===== config.mk =====
export PLATFORM = sky130hd
export DESIGN_NAME = shift_register_u
export DESIGN_NICKNAME = d
export VERILOG_FILES = /design/src/rtl/lab_pkg.sv /design/src/rtl/dff_rn.sv /design/src/rtl/shift_register_u.sv
export SDC_FILE = /design/constraint.sdc
export NUM_CORES = 1
export LEC_CHECK = 0
export BUFFER_PORTS_ARGS = -buffer_cell sky130_fd_sc_hd__buf_2
export CAP_MARGIN = 20
export CORE_AREA = 3 3 40 42
export CTS_BUF_LIST = sky130_fd_sc_hd__clkbuf_8
export CTS_CLUSTER_DIAMETER = 30
export DETAILED_ROUTE_END_ITERATION = 6
export DIE_AREA = 0 0 43 45
export PLACE_DENSITY = 0.77
export SYNTH_ARGS = -nofsm -noshare
export SYNTH_HDL_FRONTEND = slang
export SYNTH_SLANG_ARGS = --single-unit

===== constraint.sdc =====
create_clock -name CLK -period 0.9 [get_ports CLK]
set_input_delay 0.09 -clock CLK [delete_from_list [all_inputs] [get_ports CLK]]
set_output_delay 0.09 -clock CLK [all_outputs]
set_load 0.02 [all_outputs]

===== src/rtl/lab_pkg.sv =====
// Shared encodings for the lab register blocks: operating modes and shift directions.
package lab_pkg;

    typedef enum logic [1:0] {
        MODE_HOLD = 2'b00,
        MODE_SHR  = 2'b01,
        MODE_SHL  = 2'b10,
        MODE_LOAD = 2'b11
    } mode_e;

    typedef enum logic {
        DIR_RIGHT = 1'b0,
        DIR_LEFT  = 1'b1
    } dir_e;

endpackage


===== src/rtl/dff_rn.sv =====
// Single-bit edge-triggered D flip-flop with asynchronous active-low reset to 0.
module dff_rn (
    input  logic clk,
    input  logic rst_n,
    input  logic d,
    output logic q
);

    always_ff @(posedge clk or negedge rst_n) begin
        if (!rst_n) begin
            q <= 1'b0;
        end else begin
            q <= d;
        end
    end

endmodule


===== src/rtl/shift_register_u.sv =====
// Universal shift register (hold / shift right / shift left / load) built from dff_rn
// storage, with a per-word shift counter and a one-cycle word-complete pulse.
module shift_register_u
    import lab_pkg::*;
#(
    parameter int WIDTH = 4
) (
    input  logic                     CLK,
    input  logic                     RST_N,
    input  logic [1:0]               MODE,
    input  logic                     SER_R,
    input  logic                     SER_L,
    input  logic [WIDTH-1:0]         P_IN,
    output logic [WIDTH-1:0]         Q,
    output logic                     SER_OUT_R,
    output logic                     SER_OUT_L,
    output logic [$clog2(WIDTH)-1:0] SHIFT_CNT,
    output logic                     WORD_DONE
);

    localparam int CW = $clog2(WIDTH);

    logic [WIDTH-1:0] q_q;
    logic [WIDTH-1:0] q_d;
    logic [CW-1:0]    cnt_q;
    logic [CW-1:0]    cnt_d;
    dir_e             last_dir_q;
    dir_e             last_dir_d;
    logic             word_done_q;
    logic             word_done_d;

    logic             is_shift;
    dir_e             shift_dir;

    always_comb begin
        q_d         = q_q;
        cnt_d       = cnt_q;
        last_dir_d  = last_dir_q;
        word_done_d = 1'b0;
        is_shift    = 1'b0;
        shift_dir   = DIR_RIGHT;

        unique case (mode_e'(MODE))
            MODE_HOLD: begin
            end
            MODE_SHR: begin
                q_d       = {SER_R, q_q[WIDTH-1:1]};
                is_shift  = 1'b1;
                shift_dir = DIR_RIGHT;
            end
            MODE_SHL: begin
                q_d       = {q_q[WIDTH-2:0], SER_L};
                is_shift  = 1'b1;
                shift_dir = DIR_LEFT;
            end
            MODE_LOAD: begin
                q_d   = P_IN;
                cnt_d = '0;
            end
            default: begin
            end
        endcase

        // A direction change opens a new word whose first bit is this shift.
        if (is_shift) begin
            if (shift_dir != last_dir_q) begin
                cnt_d      = CW'(1);
                last_dir_d = shift_dir;
            end else if (cnt_q == CW'(WIDTH - 1)) begin
                cnt_d       = '0;
                word_done_d = 1'b1;
            end else begin
                cnt_d = cnt_q + CW'(1);
            end
        end
    end

    genvar gi;
    generate
        for (gi = 0; gi < WIDTH; gi++) begin : g_bit
            dff_rn u_dff (
                .clk   (CLK),
                .rst_n (RST_N),
                .d     (q_d[gi]),
                .q     (q_q[gi])
            );
        end
    endgenerate

    always_ff @(posedge CLK or negedge RST_N) begin
        if (!RST_N) begin
            cnt_q       <= '0;
            last_dir_q  <= DIR_RIGHT;
            word_done_q <= 1'b0;
        end else begin
            cnt_q       <= cnt_d;
            last_dir_q  <= last_dir_d;
            word_done_q <= word_done_d;
        end
    end

    assign Q         = q_q;
    assign SER_OUT_R = q_q[0];
    assign SER_OUT_L = q_q[WIDTH-1];
    assign SHIFT_CNT = cnt_q;
    assign WORD_DONE = word_done_q;

endmodule


# == Word-level counts from Yosys, hierarchy flattened ==
# Cells that the tools add are included.
# word_totals
regBits,8
in_bits,10
# classes
n_eq_ne,5
mux,10
reduce_logical,4
add_sub_neg,1
# op_table
operator,count
4-bit one-hot mux with 3 select lines,1
2-bit two-way mux,4
2-bit equality test (second input constant),3
1-bit two-way mux,5
3-bit nonzero test,1
2-bit by 1-bit adder with 2-bit output (second input constant),1
2-bit by 1-bit equality test with 1-bit output (second input constant),1
2-bit AND reduction,1
2-bit nonzero test,1
2-bit OR reduction,1
1-bit inequality test,1

# == Depth between registers and ports, before layout ==
# Gate-level depths: netlist of run 1.
# depth
word_depth,5
depth_mapped,6

# == Modules after synthesis ==
# From an unflattened synthesis of run 1, not the netlist that was laid out.
# hier_totals
hier_cells,41
hier_area_um2,481.7
# modules_own_cells
mod,cells_each,seq_area_each_um2,area_per_inst_um2,instances
shift_register_u,37,100.1,381.6,1
dff_rn,1,25.0,25.0,4

# == Worst setup path after synthesis of run 1 ==
# Ideal clock, no wire load.
# synth_path
kind,register to register
from,"register cnt_q[0], in the netlist SHIFT_CNT[0]"
to,"register cnt_q[1], in the netlist SHIFT_CNT[1]"
period_less_slack_ns,1.009
setup_ns,0.131
slack_ns,-0.109
t_arrival_ns,0.878
stages_incl_launch_ff,4
path_buffers,0
cell_sequence,dfrtp_1 -> ha_1 -> nand3_1 -> o21ai_1
# synth_via
elab_chain_len,4
elab_cells_between_ends,5
classes_between,add/sub (1); eq/ne (1); mux (3)
# synth_rtl
element,line,source
start: declaration,shift_register_u.sv:25,logic [CW-1:0] cnt_q;
start signal: assignment,shift_register_u.sv:96,cnt_q <= cnt_d;
2-bit by 1-bit adder with 2-bit output or 2-bit equality test (tied branches),"shift_register_u.sv:73, shift_register_u.sv:69",
2-bit two-way mux *,shift_register_u.sv:69,end else if (cnt_q == CW'(WIDTH - 1)) begin
2-bit two-way mux *,shift_register_u.sv:66,if (shift_dir != last_dir_q) begin
2-bit two-way mux *,shift_register_u.sv:65,if (is_shift) begin
# Mark *: on every way between the ends. The rest lies on a longest branch, timed or not.
# A chain may end at the register's enable or synchronous reset.

# == Final worst setup path of run 1 ==
# layout_path
from,"register cnt_q[0], in the netlist SHIFT_CNT[0]"
to,output SHIFT_CNT[0]
# layout_lines
element,line,source
end: declaration,shift_register_u.sv:17,"output logic [$clog2(WIDTH)-1:0] SHIFT_CNT,"
# No word-level cell between the ends.

==> out/metrics.csv, run 1 <==
metric,value,unit
drt_wl_total,1180,um
dr.max_layer_used,met4,
drive_gt1_frac,0.532,
clock_skew,1.07,ps
ios,19,
dieArea,0.00194,mm^2
synth_nets,67,
whs_endpoint,g_bit[0].u_dff.q,
cp-end-kind,output port,
critPathMaxFanout,3,
critPathArrivalTime,890,ps
clkTransAtPathRegs,40,ps
synth_ff_type,dfrtp_1,
status,"finished, violations left",
die_w,43,um
hp-start,P_IN[0],
drt_iter0_drc,0,
rsz0062_at_grt,true,
synth_edf_count,0,
synth_top_cell_area_share,0.384,
place_congestion,0.812,
syn_avg_cell_area,10.0,um^2
cts_tree,built,
detail-route-antenna-nets,0,
fill_cells,113,
viasPerCell,4.97,
fin_ws,-83.4,ps
grt_max_degree,12,
gr-total-overflow,0,
yosys_warnings,0,
final_area,787,um^2
grt_antenna_before_repair,0,
synthTopCellsByArea,"dfrtp_1 (38%), ha_1 (12%), a21oi_1 (12%)",
dr_wl_met3,88,um
ir_worst_vdd,0.775,mV
synth_cells,52,
power.leakage,0.375,nW
reg2reg_slack,-60,ps
reg2reg_from,last_dir_q,
finalCoreUtilization,0.612,
clock_path_buffers,2,
grt_pass1_vias,454,
clk_latency,220,ps
antenna_cells,0,
die_y,45,um
hold_depth,3,
hpwl,854,um
drv_slew,0,
critPathKind,register to output port,
wl_met2,600,um
h-tree-depth,1,
core_area,0.00128,mm^2
ctsRootBufferMaster,clkbuf_8,
syn_to_final_growth,50.8,%
worst_slew_pin_slew,342,ps
worstRegToRegCells,3,
portBuffers,18,
syn_area,522,um^2
drtPass1Iterations,1,
yosys-top-cells-count,"a21oi_1 (12), dfrtp_1 (8), buf_4 (5), ha_1 (5), nor2b_1 (5)",
setup-violations-final,7,
grt_pass1_wl,1910,um
track_usage,0.134,
synth_cell_types,17,
ys_ff_latch,8,
fmax,1020,MHz
violations,setup timing,
start_util,0.406,
min_period,983,ps
drc,0,
dpl.cell_count,86,
r2r-end,SHIFT_CNT[0],
wl_met1,487,um
route.detailed.wl_per_inst,12.8,um
post_dp_cell_area,656,um^2
hold_viol,0,
maxSlewHeadroom,0.772,
yosysMostFrequentCell,a21oi_1,
power_density,1780,mW/mm^2
worstSetupStartpointType,register,
vias,457,
stdcell_count,92,
hold_class,input pin to register,
num_rows,13,
maxCapViolCount,0,
synthArstFlopShare,1.00,
numCtsBuffers,3,
yosysTopAreaCell,dfrtp_1,
cts_sinks,8,
post-route-period-util,1.09,
required,810,ps
yosysSeqAreaShare,0.384,
nets,94,
## layout by cell type (no fill, tap or decap)
cell            n
a21oi_1        12
a22o_1          1
and3_2          1
buf_2          11
buf_4           5
buf_6          12
clkbuf_8        3
dfrtp_1         6
dfrtp_2         2
dlygate4sd3_1   1
ha_1            2
ha_2            2
ha_4            1
inv_1           1
inv_2           1
mux2_2          1
nand2_1         1
nand3_1         1
nor2b_1         5
nor3b_1         4
o21a_4          1
o21ai_1         2
xnor2_2         1
## critical path, stage by stage (launching register included)
cell and delay (ps):
dfrtp_2 420, buf_6 130, buf_6 120
## timing repair
item                                    in CTS  in global routing
hold endpoints to repair                     8                  0
endpoints found under the setup margin       7                 13
pin swaps                                    2                  0
setup buffers                                1                  1
gates resized for setup                     14                  6
hold buffers                                 1                  0
## cell type report
class	count	area [um^2]	area share
inverter	2	7.51	0.00954
sequential	8	203	0.258
clock buffer	3	41.3	0.0525
timing repair buffer	29	238	0.302
tap	15	18.8	0.0238
multi-input combinational	35	279	0.355
## stage by stage
step / TNS [ps] / setup slack [ps] / hold slack, ps / total power [mW]
6_report: -407 / -83.4 / 149 / 1.40
5_1_grt: -746 / -115 / 161 / 1.49
4_1_cts: -423 / -85.0 / 147 / 1.38
3_5_place_dp: -1340 / -221 / -55.0 / 0.862
3_3_place_gp: -1110 / -193 / -57.4 / 0.851
2_1_floorplan: -210 / -59.0 / -206 / 0.730
## cells by family after synthesis
group                      count (synthesis)  synth area share
muxes                                      1            0.0216
AOI/OAI and AO/OA                         16             0.180
and+or+nand+nor                           12             0.149
buffers and inverters                      9             0.115
adders and majority gates                  5             0.120
DFF                                        8             0.384
xor gates and xnor gates                   1            0.0312
## layer usage
metal / vias to the layer above / GRT usage
met2: 15 / 0.240
met3: 2 / 0.0319
met4: 0 / 0.0723
met5: - / 0
li1: 226 / -
met1: 214 / 0.147
## state kept, by name, summed over array words and instances, names as in the netlist
| signal | count |
|---|---|
| last_dir_q | 1 |
| SHIFT_CNT | 2 |
| g_bit.u_dff.q | 4 |
| WORD_DONE | 1 |
## worst max-delay path by stage
stage	startpoint	to	slack [ps]	cells after the start
CTS	SHIFT_CNT[0]	SHIFT_CNT[0]	-80	2
global route	last_dir_q	SHIFT_CNT[0]	-120	3
floorplan	SHIFT_CNT[0]	SHIFT_CNT[1]	-60	3
finish	SHIFT_CNT[0]	SHIFT_CNT[0]	-80	2
global placement	MODE[0]	SHIFT_CNT[0]	-190	6
detailed placement	MODE[0]	SHIFT_CNT[0]	-220	6
## report_power, final
part	internal [mW]	switching, mW	total [mW]
Clock	0.289	0.131	0.420
Combinational	0.289	0.226	0.515
Sequential	0.415	0.0513	0.467
Total	0.993	0.408	1.40
Note: power is estimated with default switching activity, not from simulation.
==> run 2: changes to the inputs <==
--- a/config.mk
+++ b/config.mk
@@ -7,12 +7,14 @@
 export LEC_CHECK = 0
 export BUFFER_PORTS_ARGS = -buffer_cell sky130_fd_sc_hd__buf_2
 export CAP_MARGIN = 20
-export CORE_AREA = 3 3 40 42
+export CELL_PAD_IN_SITES_DETAIL_PLACEMENT = 1
+export CELL_PAD_IN_SITES_GLOBAL_PLACEMENT = 1
+export CORE_MARGIN = 4
+export CORE_UTILIZATION = 33
 export CTS_BUF_LIST = sky130_fd_sc_hd__clkbuf_8
 export CTS_CLUSTER_DIAMETER = 30
 export DETAILED_ROUTE_END_ITERATION = 6
-export DIE_AREA = 0 0 43 45
-export PLACE_DENSITY = 0.77
+export PLACE_DENSITY = 0.84
 export SYNTH_ARGS = -nofsm -noshare
 export SYNTH_HDL_FRONTEND = slang
 export SYNTH_SLANG_ARGS = --single-unit
==> out/metrics.csv, run 2 (synthesis results as in run 1) <==
metric,value,unit,change
power.leakage,0.367,nW,-1.9%
dieArea,0.00228,mm^2,+18%
required,810,ps,about the same
portBuffers,18,,unchanged
detail-route-antenna-nets,0,,unchanged
hpwl,1070,um,+25%
post-place-ws,-231,ps,-10.1 ps
violations,setup timing,,
fill_cells,177,,+57%
ctsRootBufferMaster,clkbuf_8,,
ir_worst_vdd,0.663,mV,-14%
power_density,1820,mW/mm^2,+2.3%
drt_wl_total,1350,um,+14%
cts_sinks,8,,unchanged
top_register,g_bit.u_dff.q,,
holdWs,145,ps,-4.11 ps
nets,92,,-2.1%
route.detailed.wl_per_inst,14.9,um,+16%
drc,0,,unchanged
drtPass1Iterations,2,,+1
drive_gt1_frac,0.507,,-0.0258
hold_viol,0,,unchanged
fmax,1000,MHz,-1.5%
numCtsBuffers,3,,unchanged
h-tree-depth,1,,unchanged
worstSetupStartpointType,register,,
cp_num_cells,2,,unchanged
die_w,47.8,um,+11%
postCtsSetupRepairBufs,0,,-1
clock_path_buffers,2,,unchanged
path_buf_inv,2,,unchanged
ios,19,,unchanged
fin_ws,-98.7,ps,-15.3 ps
multi_input_area,277,um^2,-0.90%
critPathKind,register to output port,,
hold_class,input pin to register,,
cp_slowest_cell,dfrtp_2,,
tns,-501,ps,-94.2 ps
largest_reg_flops,4,,unchanged
critPathMaxFanout,3,,unchanged
vias,455,,-0.44%
post-route-period-util,1.11,,+0.0170
antenna_cells,0,,unchanged
core_area,0.00151,mm^2,+17%
syn_to_final_growth,48.2,%,
worst_slew_pin_slew,363,ps,+21.0 ps
num_rows,14,,+1
place_congestion,0.754,,-7.1%
track_usage,0.140,,+0.00579
grt_pass1_vias,497,,+9.5%
slowest_delay,430,ps,about the same
drv_slew,0,,unchanged
maxSlewHeadroom,0.758,,-0.0140
clk_latency,230,ps,about the same
gr-total-overflow,0,,unchanged
critPathTopFamily,flip-flops,,
regArea,203,um^2,unchanged
cp_cell_sequence,buf_6 -> buf_6,,
clock_skew,2.94,ps,+1.87 ps
power,1.41,mW,+0.50%
post_dp_cell_area,657,um^2,+0.19%
die_y,47.8,um,+6.1%
hold_depth,3,,unchanged
setup-violations-final,8,,+1
cts_tree,built,,
start_util,0.346,,-0.0597
min_period,999,ps,+15.3 ps
maxCapViolCount,0,,unchanged
worstRegToRegCells,3,,unchanged
clkTransAtPathRegs,40,ps,about the same
crit_path_frequent_cell,buf_6,,
grt_max_degree,12,,unchanged
final_cell_mix,"a21oi_1 (12), buf_6 (12), buf_2 (10)",,
rsz0062_at_grt,true,,
grt_pass1_wl,2070,um,+8.3%
grt_antenna_before_repair,0,,unchanged
critPathArrivalTime,910,ps,+20 ps
cp-end-kind,output port,,
status,"finished, violations left",,
drt_iter0_drc,2,,+2
final_area,773,um^2,-1.7%
viasPerCell,5.00,,+0.66%
[run 2: area by class of cell]
class / instances / share of cell area
tap: 16 / 0.0259
sequential: 8 / 0.262
multi-input combinational: 35 / 0.358
inverter: 2 / 0.00971
timing repair buffer: 27 / 0.291
clock buffer: 3 / 0.0534
[run 2: final timing paths]
kind	startpoint	end	slack [ps]
max	SHIFT_CNT[0]	SHIFT_CNT[0]	-100
min	P_IN[3]	g_bit[3].u_dff.q	150
max reg2reg	last_dir_q	SHIFT_CNT[0]	-80
min reg2reg	last_dir_q	last_dir_q	560
max in group asynchronous	RST_N	SHIFT_CNT[1]	460
min in group asynchronous	RST_N	g_bit[3].u_dff.q	250
[run 2: worst register-to-register path: stages, from the launching register on]
cell and delay (ps):
dfrtp_1 390, xnor2_2 190, o21ai_1 100, a22o_1 180
[run 2: layer usage]
layer,share of wire,vias up,wire length (um),global-route usage
li1,-,221,-,-
met3,0.073,0,99,0.0564
met1,0.37,220,505,0.128
met2,0.55,14,747,0.272
met5,0,-,0,0
met4,0,0,0,0.0484
[run 2: report_power, final]
| group | internal [mW] | switching [mW] | total (mW) | leakage (nW) |
|---|---|---|---|---|
| clock network | 0.290 | 0.144 | 0.434 | 0.0216 |
| logic | 0.279 | 0.224 | 0.503 | 0.249 |
| registers | 0.415 | 0.0558 | 0.471 | 0.0972 |
| total | 0.984 | 0.424 | 1.41 | 0.367 |
[run 2: stage by stage]
stage                     utilization  std cells
after detailed placement        0.436         87
final                           0.513         91
after global routing            0.513         91
after global placement          0.436         87
after CTS                       0.501         91
after floorplan                     -         52
[run 2: repair_timing]
action	4_1_cts	5_1_grt
hold buffers	1	0
endpoints found under the hold margin	8	0
resized for setup	14	6
pin swaps	2	0
endpoints found under the setup margin	7	14
